$ cat src/rtl/tdm_demux_pkg.sv
// Shared definitions for the microwave TDM link: FSM encoding and the
// default geometry that the mux-side and demux-side instances must agree on.
package tdm_demux_pkg;

    typedef enum logic {
        ST_HUNT   = 1'b0,
        ST_LOCKED = 1'b1
    } tdm_state_e;

    localparam int TDM_WIDTH    = 1;
    localparam int TDM_CHANNELS = 2;
    localparam int TDM_SLOT_W   = 1;

endpackage : tdm_demux_pkg

$ cat src/rtl/tdm_slot_counter.sv
// Modulo-CHANNELS slot counter: loads 1 on a sync capture, advances on a
// free-running capture, and flags the last slot so the frame can be closed.
module tdm_slot_counter #(
    parameter int CHANNELS = 2,
    parameter int SLOT_W   = 1
) (
    input  logic              clk,
    input  logic              rst_n,
    input  logic              load_one_i,
    input  logic              advance_i,
    output logic [SLOT_W-1:0] slot_o,
    output logic              wrap_o
);

    localparam logic [SLOT_W-1:0] LAST_SLOT = SLOT_W'(CHANNELS - 1);
    localparam logic [SLOT_W-1:0] ONE       = SLOT_W'(1);

    logic [SLOT_W-1:0] slot_q, slot_d;

    always_comb begin
        slot_d = slot_q;
        // A sync capture fills slot 0, so the next expected slot is 1.
        if (load_one_i) begin
            slot_d = ONE;
        end else if (advance_i) begin
            slot_d = (slot_q == LAST_SLOT) ? '0 : slot_q + ONE;
        end
    end

    always_ff @(posedge clk or negedge rst_n) begin
        if (!rst_n) begin
            slot_q <= '0;
        end else begin
            slot_q <= slot_d;
        end
    end

    assign slot_o = slot_q;
    assign wrap_o = (slot_q == LAST_SLOT);

endmodule : tdm_slot_counter

$ cat src/rtl/tdm_demux.sv
// Receive side of the TDM link: hunts for frame_sync, then rebuilds one
// registered word per channel from the shared line, slot by slot.
module tdm_demux
    import tdm_demux_pkg::*;
#(
    parameter int WIDTH    = TDM_WIDTH,
    parameter int CHANNELS = TDM_CHANNELS,
    parameter int SLOT_W   = TDM_SLOT_W
) (
    input  logic                      clk,
    input  logic                      rst_n,
    input  logic                      enable,
    input  logic                      frame_sync,
    input  logic [WIDTH-1:0]          line_in,
    output logic [CHANNELS*WIDTH-1:0] ch_data,
    output logic [CHANNELS-1:0]       ch_valid,
    output logic [SLOT_W-1:0]         slot,
    output logic                      locked,
    output logic                      frame_done,
    output logic                      sync_err
);

    tdm_state_e                state_q, state_d;
    logic [CHANNELS*WIDTH-1:0] data_q, data_d;
    logic [CHANNELS-1:0]       valid_q, valid_d;
    logic                      frame_done_q, frame_done_d;
    logic                      sync_err_q, sync_err_d;
    logic                      load_one;
    logic                      advance;
    logic                      wrap;
    logic [SLOT_W-1:0]         slot_cur;

    tdm_slot_counter #(
        .CHANNELS (CHANNELS),
        .SLOT_W   (SLOT_W)
    ) u_slot_counter (
        .clk        (clk),
        .rst_n      (rst_n),
        .load_one_i (load_one),
        .advance_i  (advance),
        .slot_o     (slot_cur),
        .wrap_o     (wrap)
    );

    always_comb begin
        state_d      = state_q;
        data_d       = data_q;
        valid_d      = '0;
        frame_done_d = 1'b0;
        sync_err_d   = 1'b0;
        load_one     = 1'b0;
        advance      = 1'b0;
        if (enable) begin
            if (frame_sync) begin
                // Sync always wins, even over the last slot of a frame.
                data_d[0 +: WIDTH] = line_in;
                valid_d[0]         = 1'b1;
                load_one           = 1'b1;
                sync_err_d         = (state_q == ST_LOCKED) && (slot_cur != '0);
                state_d            = ST_LOCKED;
            end else if (state_q == ST_LOCKED) begin
                for (int k = 0; k < CHANNELS; k++) begin
                    if (slot_cur == SLOT_W'(k)) begin
                        data_d[k*WIDTH +: WIDTH] = line_in;
                        valid_d[k]               = 1'b1;
                    end
                end
                advance      = 1'b1;
                frame_done_d = wrap;
            end
        end
    end

    always_ff @(posedge clk or negedge rst_n) begin
        if (!rst_n) begin
            state_q      <= ST_HUNT;
            data_q       <= '0;
            valid_q      <= '0;
            frame_done_q <= 1'b0;
            sync_err_q   <= 1'b0;
        end else begin
            state_q      <= state_d;
            data_q       <= data_d;
            valid_q      <= valid_d;
            frame_done_q <= frame_done_d;
            sync_err_q   <= sync_err_d;
        end
    end

    assign ch_data    = data_q;
    assign ch_valid   = valid_q;
    assign slot       = slot_cur;
    assign locked     = (state_q == ST_LOCKED);
    assign frame_done = frame_done_q;
    assign sync_err   = sync_err_q;

endmodule : tdm_demux

$ cat config.mk
export PLATFORM = sky130hd
export DESIGN_NAME = tdm_demux
export DESIGN_NICKNAME = d
export VERILOG_FILES = /design/src/rtl/tdm_demux_pkg.sv /design/src/rtl/tdm_slot_counter.sv /design/src/rtl/tdm_demux.sv
export SDC_FILE = /design/constraint.sdc
export NUM_CORES = 1
export LEC_CHECK = 0
export CAP_MARGIN = 40
export CORE_AREA = 2 2 39 41
export CTS_BUF_LIST = sky130_fd_sc_hd__clkbuf_8
export DETAILED_ROUTE_END_ITERATION = 16
export DIE_AREA = 0 0 41 43
export PLACE_DENSITY = 0.48
export SYNTH_ARGS = -nofsm -noshare
export SYNTH_HDL_FRONTEND = slang
export SYNTH_SLANG_ARGS = --single-unit
$ cat constraint.sdc
create_clock -name clk -period 3.1 [get_ports clk]
set_clock_uncertainty 0.15 [all_clocks]
set_input_delay 0.62 -clock clk [delete_from_list [all_inputs] [get_ports clk]]
set_output_delay 0.62 -clock clk [all_outputs]
set_load 0.03 [all_outputs]
==> results.json, run 1 <==
{
  "leakagePower_nw": 0.196,
  "yosysSeqAreaShare_pct": 64.8,
  "holdBufCountCts": 0,
  "worstPathMaxFanout": 6,
  "viasPerCell": 3.94,
  "diodes": 0,
  "synth_xor_area_share_pct": 0,
  "grt_overflow_total": 0,
  "synth_compound_area_share_pct": 9.72,
  "finalCritPeriodShare_pct": 67.0,
  "yosys.area_share.simple_pct": 10.2,
  "first_iter_violations": 1,
  "muxShareOfSynthArea_pct": 11.1,
  "detail-route-antenna-nets": 0,
  "cp-start-kind": "flop",
  "rows": 14,
  "io_buffers": 12,
  "post_cts_resized": 0,
  "clkSlewWorstSetupHoldPaths_ns": 0.04,
  "final_hold_viol_count": 0,
  "dieArea_um2": 1760,
  "wl_um": 525,
  "core_area_um2": 1380,
  "layout_commonest_cell": "clkdlybuf4s50_1",
  "firstDrtPassIters": 2,
  "slew_violations": 0,
  "antenna_found_initial": 0,
  "start_util_pct": 19.5,
  "relSlewSlack_pct": 78.5,
  "tritoncts": "built",
  "layout_min_cycle_time_ns": 2.08,
  "cap_violations": 0,
  "first_global_vias": 208,
  "clk_latency_ns": 0.22,
  "synth_top_family_by_area": "multiplexers",
  "crit_arrival_ns": 1.31,
  "cp_top_family": "buffers and inverters",
  "nets": 39,
  "clockRootBuffer": "clkbuf_8",
  "ioPinCount": 13,
  "h-tree-depth": 1,
  "cts_setup_buffers": 0,
  "utilization_pct": 32.4,
  "slowest_delay_ns": 0.69,
  "crit_buf_inv": 1,
  "synthCells": 18,
  "avgRoutedWirePerCell_um": 10.7,
  "layout_common_cells": "clkdlybuf4s50_1 (12), dfrtp_1 (7), clkbuf_8 (3)",
  "gp_congestion": 0.626,
  "power_density_nw_per_um2": 675,
  "tns_ns": 0,
  "syn2layout_area_growth_pct": 65.7,
  "synth_adder_area_share_pct": 0,
  "synth_cell_type_count": 11,
  "setup_violations": 0,
  "cts_buffer_depth": 2,
  "synth.yosys.warnings": 0,
  "cts.sinks": 7,
  "timing_worst_slew_pin_value_ns": 0.321,
  "syn_nets": 23,
  "slowest_stage": "clkdlybuf4s50_1",
  "drive_gt1_share_pct": 24.2,
  "synth_area_um2": 270,
  "crit_path_end_kind": "primary output",
  "hp-class": "reg -> reg",
  "rsz0062_at_grt": "no",
  "num_vias": 193,
  "cts_buffers": 3,
  "fp.dieW_um": 41,
  "place_hpwl_um": 398,
  "route.detailed.drc": 0,
  "avgSynthCellArea_um2": 15.0,
  "die_h_um": 43,
  "required_ns": 2.33,
  "synth-seq-cells": 7,
  "grt_pass1_wl_um": 848,
  "path_class": "reg -> out",
  "critical_path.cell_chain": "clkdlybuf4s50_1",
  "grt_usage_pct": 7.69,
  "clock.fmax_mhz": 481,
  "status": "completed",
  "grt_max_degree": 8,
  "vdd_ir_drop_max_v": 0.000263
}
==> logic make-up after synthesis <==
| group | after synthesis |
|---|---|
| compound gates | 4 |
| buf+inv | 2 |
| flops | 7 |
| mux | 2 |
| simple gates | 3 |
==> worst paths after layout <==
path                       startpoint     endpoint  slack [ns]  cells past startpoint
setup / recovery               locked       locked        1.02                      1
max in group asynchronous       rst_n       locked        2.05                      1
setup reg to reg               locked   ch_data[0]        1.79                      3
hold / removal             ch_data[1]   ch_data[1]        0.36                      1
min in group asynchronous       rst_n  ch_valid[1]        0.51                      1
hold reg to reg            ch_data[1]   ch_data[1]        0.36                      1
==> where the power goes <==
part           internal, mW  leakage [nW]  switching, mW
sequential            0.102        0.0817        0.00586
clock                0.0855        0.0269         0.0379
combinational        0.0347        0.0875         0.0361
==> metal layers <==
layer	wire length [um]	global-route usage, %
met5	0	0
met4	0	6.00
met3	45	3.14
met2	227	10.9
met1	251	8.58
==> per-stage QoR <==
stage	setup slack (ns)	std cells	total power [mW]	instance area, um2	hold slack [ns]
global placement	1.11	45	0.180	403	0.346
floorplan	1.63	18	0.149	270	0.174
finish	1.02	49	0.302	448	0.362
detailed placement	1.07	45	0.181	403	0.349
global route	0.967	49	0.318	448	0.387
CTS	0.999	49	0.307	448	0.364
==> layout make-up <==
| type | instances | area, um2 |
|---|---|---|
| Clock buffer | 3 | 41.3 |
| Clock inverter | 1 | 3.75 |
| Fill cell | 134 | 936 |
| Inverter | 1 | 3.75 |
| Multi-Input combinational cell | 9 | 83.8 |
| Sequential cell | 7 | 175 |
| Tap cell | 16 | 20.0 |
| Timing Repair Buffer | 12 | 120 |
==> state kept, by name (all words and copies together), names as in the netlist <==
name	flops
ch_valid	2
locked	1
sync_err	1
ch_data	2
u_slot_counter.slot_o	1
==> synth_stat cells <==
master / instances / area (um2)
a21o_2: 1 / 8.76
inv_1: 1 / 3.75
mux2_4: 2 / 30.0
a21oi_1: 1 / 5.00
o21a_1: 1 / 7.51
dfrtp_1: 7 / 175
and4b_2: 1 / 11.3
buf_4: 1 / 7.51
and4_2: 1 / 10.0
nor2b_1: 1 / 6.26
o21ai_0: 1 / 5.00
No activity file was read; power rests on OpenSTA's default activity.
==> inputs of run 2 (changes only) <==
Settings changed: PLACE_DENSITY 0.48 to 0.49.
Clock period 3.1 ns to 1.7 ns, I/O delays scaled along.
==> run 2 against run 1 <==
  * Core utilization rose by 0.72 points
  * Sequential cell count is the same
  * Via count down 0.52%
  * Clock power rose by 78%
  * Non-clock buffer count up 2
  * Routed wire length increased by 2.5%
  * Largest cell class unchanged
  * Largest power group unchanged
==> results.json, run 2 (synthesis results as in run 1) <==
{
  "slew_violations": 0,
  "path_class": "reg -> out",
  "worstPathMaxFanout": 1,
  "place_hpwl_um": 392,
  "firstDrtPassIters": 2,
  "clockRootBuffer": "clkbuf_8",
  "num_vias": 192,
  "post_cts_resized": 6,
  "rsz0062_at_grt": "no",
  "cts_buffer_depth": 2,
  "required_ns": 1.21,
  "start_util_pct": 19.5,
  "leakagePower_nw": 0.226,
  "place_area_um2": 418,
  "core_area_um2": 1380,
  "crit_arrival_ns": 1.19,
  "pre_cts_ws_ns": -0.0275,
  "cts.sinks": 7,
  "multi_input_area_um2": 83.8,
  "n_fill_cell": 145,
  "critical_path.cell_chain": "clkdlybuf4s50_1",
  "rows": 14,
  "drive_gt1_share_pct": 28.6,
  "final_hold_viol_count": 0,
  "wl_um": 538,
  "startpoint": "sync_err",
  "cp-start-kind": "flop",
  "status": "completed",
  "tritoncts": "built",
  "pwr-share-clk_pct": 40.9,
  "power_density_nw_per_um2": 1170,
  "cap_violations": 0,
  "p_int_mw": 0.395,
  "grt_overflow_total": 0,
  "ioPinCount": 13,
  "avgRoutedWirePerCell_um": 10.5,
  "gp_congestion": 0.618,
  "antenna_found_initial": 0,
  "syn2layout_area_growth_pct": 69.4,
  "diodes": 0,
  "switchingPower_mw": 0.140,
  "seqPwrFrac_pct": 36.8,
  "power_frac_comb_pct": 22.3,
  "utilization_pct": 33.1,
  "timing_worst_slew_pin_value_ns": 0.316,
  "cp_top_family": "buffers and inverters",
  "setup_violations": 0,
  "first_iter_violations": 2,
  "worst_slack_ns": 0.0220,
  "placed_cells": 47,
  "cts_setup_buffers": 0,
  "crit_path_end_kind": "primary output",
  "finalCritPeriodShare_pct": 98.7,
  "hp-class": "in -> async",
  "io_buffers": 12,
  "die_h_um": 43,
  "regToRegSetupSlack_ns": 0.29,
  "crit_buf_inv": 1,
  "slowest_delay_ns": 0.66,
  "relSlewSlack_pct": 78.9,
  "layout_common_cells": "dfrtp_1 (7), dlygate4sd2_1 (6), clkdlybuf4s50_1 (5)",
  "nets": 41,
  "slowest_stage": "clkdlybuf4s50_1",
  "clkSlewWorstSetupHoldPaths_ns": 0.04,
  "cp.depth": 1,
  "clock.fmax_mhz": 596,
  "instances_no_fill": 51,
  "tns_ns": 0,
  "dieArea_um2": 1760,
  "viasPerCell": 3.76,
  "fp.dieW_um": 41,
  "layout_min_cycle_time_ns": 1.68,
  "r2r_start": "locked",
  "route.detailed.drc": 0,
  "grt_max_degree": 8,
  "ff2ff_path_depth": 4,
  "holdBufCountCts": 0,
  "layout_commonest_cell": "dfrtp_1",
  "final_area_um2": 458,
  "clk_latency_ns": 0.22,
  "seqCellArea_um2": 175,
  "vdd_ir_drop_max_v": 0.000310,
  "p_sw_share_pct": 26.2,
  "cts_buffers": 3,
  "power_mw": 0.535,
  "first_global_vias": 209,
  "grt_pass1_wl_um": 903,
  "h-tree-depth": 1,
  "whs_ns": 0.227,
  "detail-route-antenna-nets": 0,
  "grt_usage_pct": 8.00
}
-- run 2: changes by cell type in the layout (fill, tap and decap cells not counted), sizes merged --
cell           change
clkdlybuf4s50      -7
dlymetal6s2s       +1
buf                +2
dlygate4sd2        +6
-- run 2: per-layer routing --
layer / wire length, um / part of all wire (%) / GRT usage (%)
met1: 252 / 47 / 10.2
met3: 64 / 12 / 4.71
met4: 0 / 0 / 6.00
met2: 221 / 41 / 9.38
met5: 0 / 0 / 0
-- run 2: path summary, 6_finish.rpt --
path / endpoint
setup / recovery: sync_err
hold / removal: locked
setup reg to reg: ch_data[0]
hold reg to reg: ch_data[0]
max in group asynchronous: ch_data[0]
min in group clk: ch_data[0]
-- run 2: power by group through the flow --
stage | logic, mW | clock network [mW] | registers [mW]
after CTS | 0.121 | 0.227 | 0.197
after global routing | 0.129 | 0.239 | 0.199
final | 0.119 | 0.219 | 0.197
after floorplan | 0.0334 | 0 | 0.238
after detailed placement | 0.132 | 0 | 0.200
after global placement | 0.132 | 0 | 0.199
-- run 2: area by class of cell --
cell class,count,share of cell area (%)
Sequential cell,7,38.3
Clock inverter,1,0.820
Multi-Input combinational cell,9,18.3
Clock buffer,3,9.02
Tap cell,16,4.37
Timing Repair Buffer,14,28.4
Inverter,1,0.820
==> inputs of run 3 (changes only) <==
Settings changed: PLACE_DENSITY 0.49 to 0.56.
==> run 3 against run 2 <==
  * Worst hold slack about the same
  * Sequential cell count stayed put
  * Core utilization down 0.63 points
  * Routed wire length down 1.7%
  * Sequential share of layout area up 0.75 points
  * Register-to-register slack better by 0.10 ns
  * Cell area shrank 1.9%
  * Die area did not move
==> results.json, run 3 (synthesis results as in run 1) <==
{
  "grt_overflow_total": 0,
  "dieArea_um2": 1760,
  "slowest_delay_ns": 0.42,
  "clockRootBuffer": "clkbuf_8",
  "ioPinCount": 13,
  "holdBufCountCts": 0,
  "final_hold_viol_count": 0,
  "cp-start-kind": "flop",
  "finalCritPeriodShare_pct": 89.8,
  "tns_ns": 0,
  "grt_usage_pct": 7.40,
  "cts_setup_buffers": 0,
  "path_class": "reg -> out",
  "ff2ff_path_depth": 3,
  "nets": 40,
  "leakagePower_nw": 0.227,
  "required_ns": 1.21,
  "wl_um": 529,
  "firstDrtPassIters": 2,
  "layout_min_cycle_time_ns": 1.53,
  "viasPerCell": 4.12,
  "cp.depth": 1,
  "tritoncts": "built",
  "avgRoutedWirePerCell_um": 10.6,
  "rows": 14,
  "critical_path.cell_chain": "dlygate4sd2_1",
  "clock.fmax_mhz": 655,
  "layout_common_cells": "dfrtp_1 (7), dlygate4sd2_1 (7), clkdlybuf4s50_1 (4)",
  "die_h_um": 43,
  "vdd_ir_drop_max_v": 0.000364,
  "cp_top_family": "buffers and inverters",
  "timing_worst_slew_pin_value_ns": 0.313,
  "num_vias": 206,
  "clk_latency_ns": 0.22,
  "slowest_stage": "dlygate4sd2_1",
  "grt.busiest_layer": "met2",
  "use_met2_pct": 9.38,
  "pre_cts_ws_ns": -0.0202,
  "hp-class": "in -> async",
  "status": "completed",
  "first_iter_violations": 3,
  "diodes": 0,
  "cts_buffers": 3,
  "worst_slack_ns": 0.174,
  "gp_congestion": 0.609,
  "place_hpwl_um": 389,
  "n_fill_cell": 139,
  "fp.dieW_um": 41,
  "cap_violations": 0,
  "r2r_start": "locked",
  "crit_path_end_kind": "primary output",
  "clkSlewWorstSetupHoldPaths_ns": 0.04,
  "route.detailed.drc": 0,
  "h-tree-depth": 1,
  "grt_max_degree": 8,
  "rsz0062_at_grt": "no",
  "core_area_um2": 1380,
  "power_density_nw_per_um2": 1190,
  "io_buffers": 12,
  "crit_arrival_ns": 1.04,
  "met3_usage_pct": 5.24,
  "antenna_found_initial": 0,
  "worstPathMaxFanout": 6,
  "crit_buf_inv": 1,
  "startpoint": "locked",
  "start_util_pct": 19.5,
  "grt_pass1_wl_um": 807,
  "drive_gt1_share_pct": 26.5,
  "cts.sinks": 7,
  "met1_usage_pct": 7.97,
  "slew_violations": 0,
  "relSlewSlack_pct": 79.1,
  "first_global_vias": 198,
  "detail-route-antenna-nets": 0,
  "setup_violations": 0,
  "syn2layout_area_growth_pct": 66.2,
  "utilization_pct": 32.5,
  "cts_buffer_depth": 2
}
-- run 3: changes by cell type in the layout (fill, tap and decap cells not counted), sizes merged --
cell	previous run	this run
clkdlybuf4s50	5	4
dlygate4sd2	6	7
buf	2	1
-- run 3: stage by stage --
stage / area [um2] / power [mW] / hold WS (ns) / cells
global placement: 410 / 0.330 / 0.347 / 46
detailed placement: 410 / 0.333 / 0.351 / 46
floorplan: 270 / 0.271 / -0.106 / 18
finish: 449 / 0.536 / 0.227 / 50
CTS: 447 / 0.546 / 0.227 / 50
global route: 449 / 0.562 / 0.249 / 50
-- run 3: what timing repair did --
item / 4_1_cts / 5_1_grt
setup endpoints to repair: 7 / 1
hold endpoints to repair: 0 / 0
resized for setup: 7 / 1
pin swaps: 0 / 0
-- run 3: final timing paths --
kind	endpoint	slack, ns
setup / recovery	locked	0.17
hold / removal	ch_data[0]	0.23
setup reg to reg	ch_data[0]	0.39
hold reg to reg	ch_data[0]	0.36
max in group asynchronous	ch_data[1]	0.94
min in group clk	ch_data[0]	0.36
-- run 3: area by class of cell --
class,instances,area [um2],share of cell area [%]
clock buffer,3,41.3,9.19
timing repair buffer,13,121,27.0
clock inverter,1,3.75,0.836
sequential,7,175,39.0
multi-input combinational,9,83.8,18.7
inverter,1,3.75,0.836
tap,16,20.0,4.46
-- run 3: layer usage --
metal / routed length (um) / vias up
met4: 5 / 0
met3: 81 / 2
met5: 0 / -
li1: - / 95
met1: 220 / 94
met2: 222 / 15
-- run 3: report_power, final --
group | internal (mW) | switching [mW] | leakage [nW] | total [mW]
Combinational | 0.0513 | 0.0665 | 0.119 | 0.118
Sequential | 0.187 | 0.0105 | 0.0817 | 0.197
Clock | 0.155 | 0.0657 | 0.0269 | 0.221
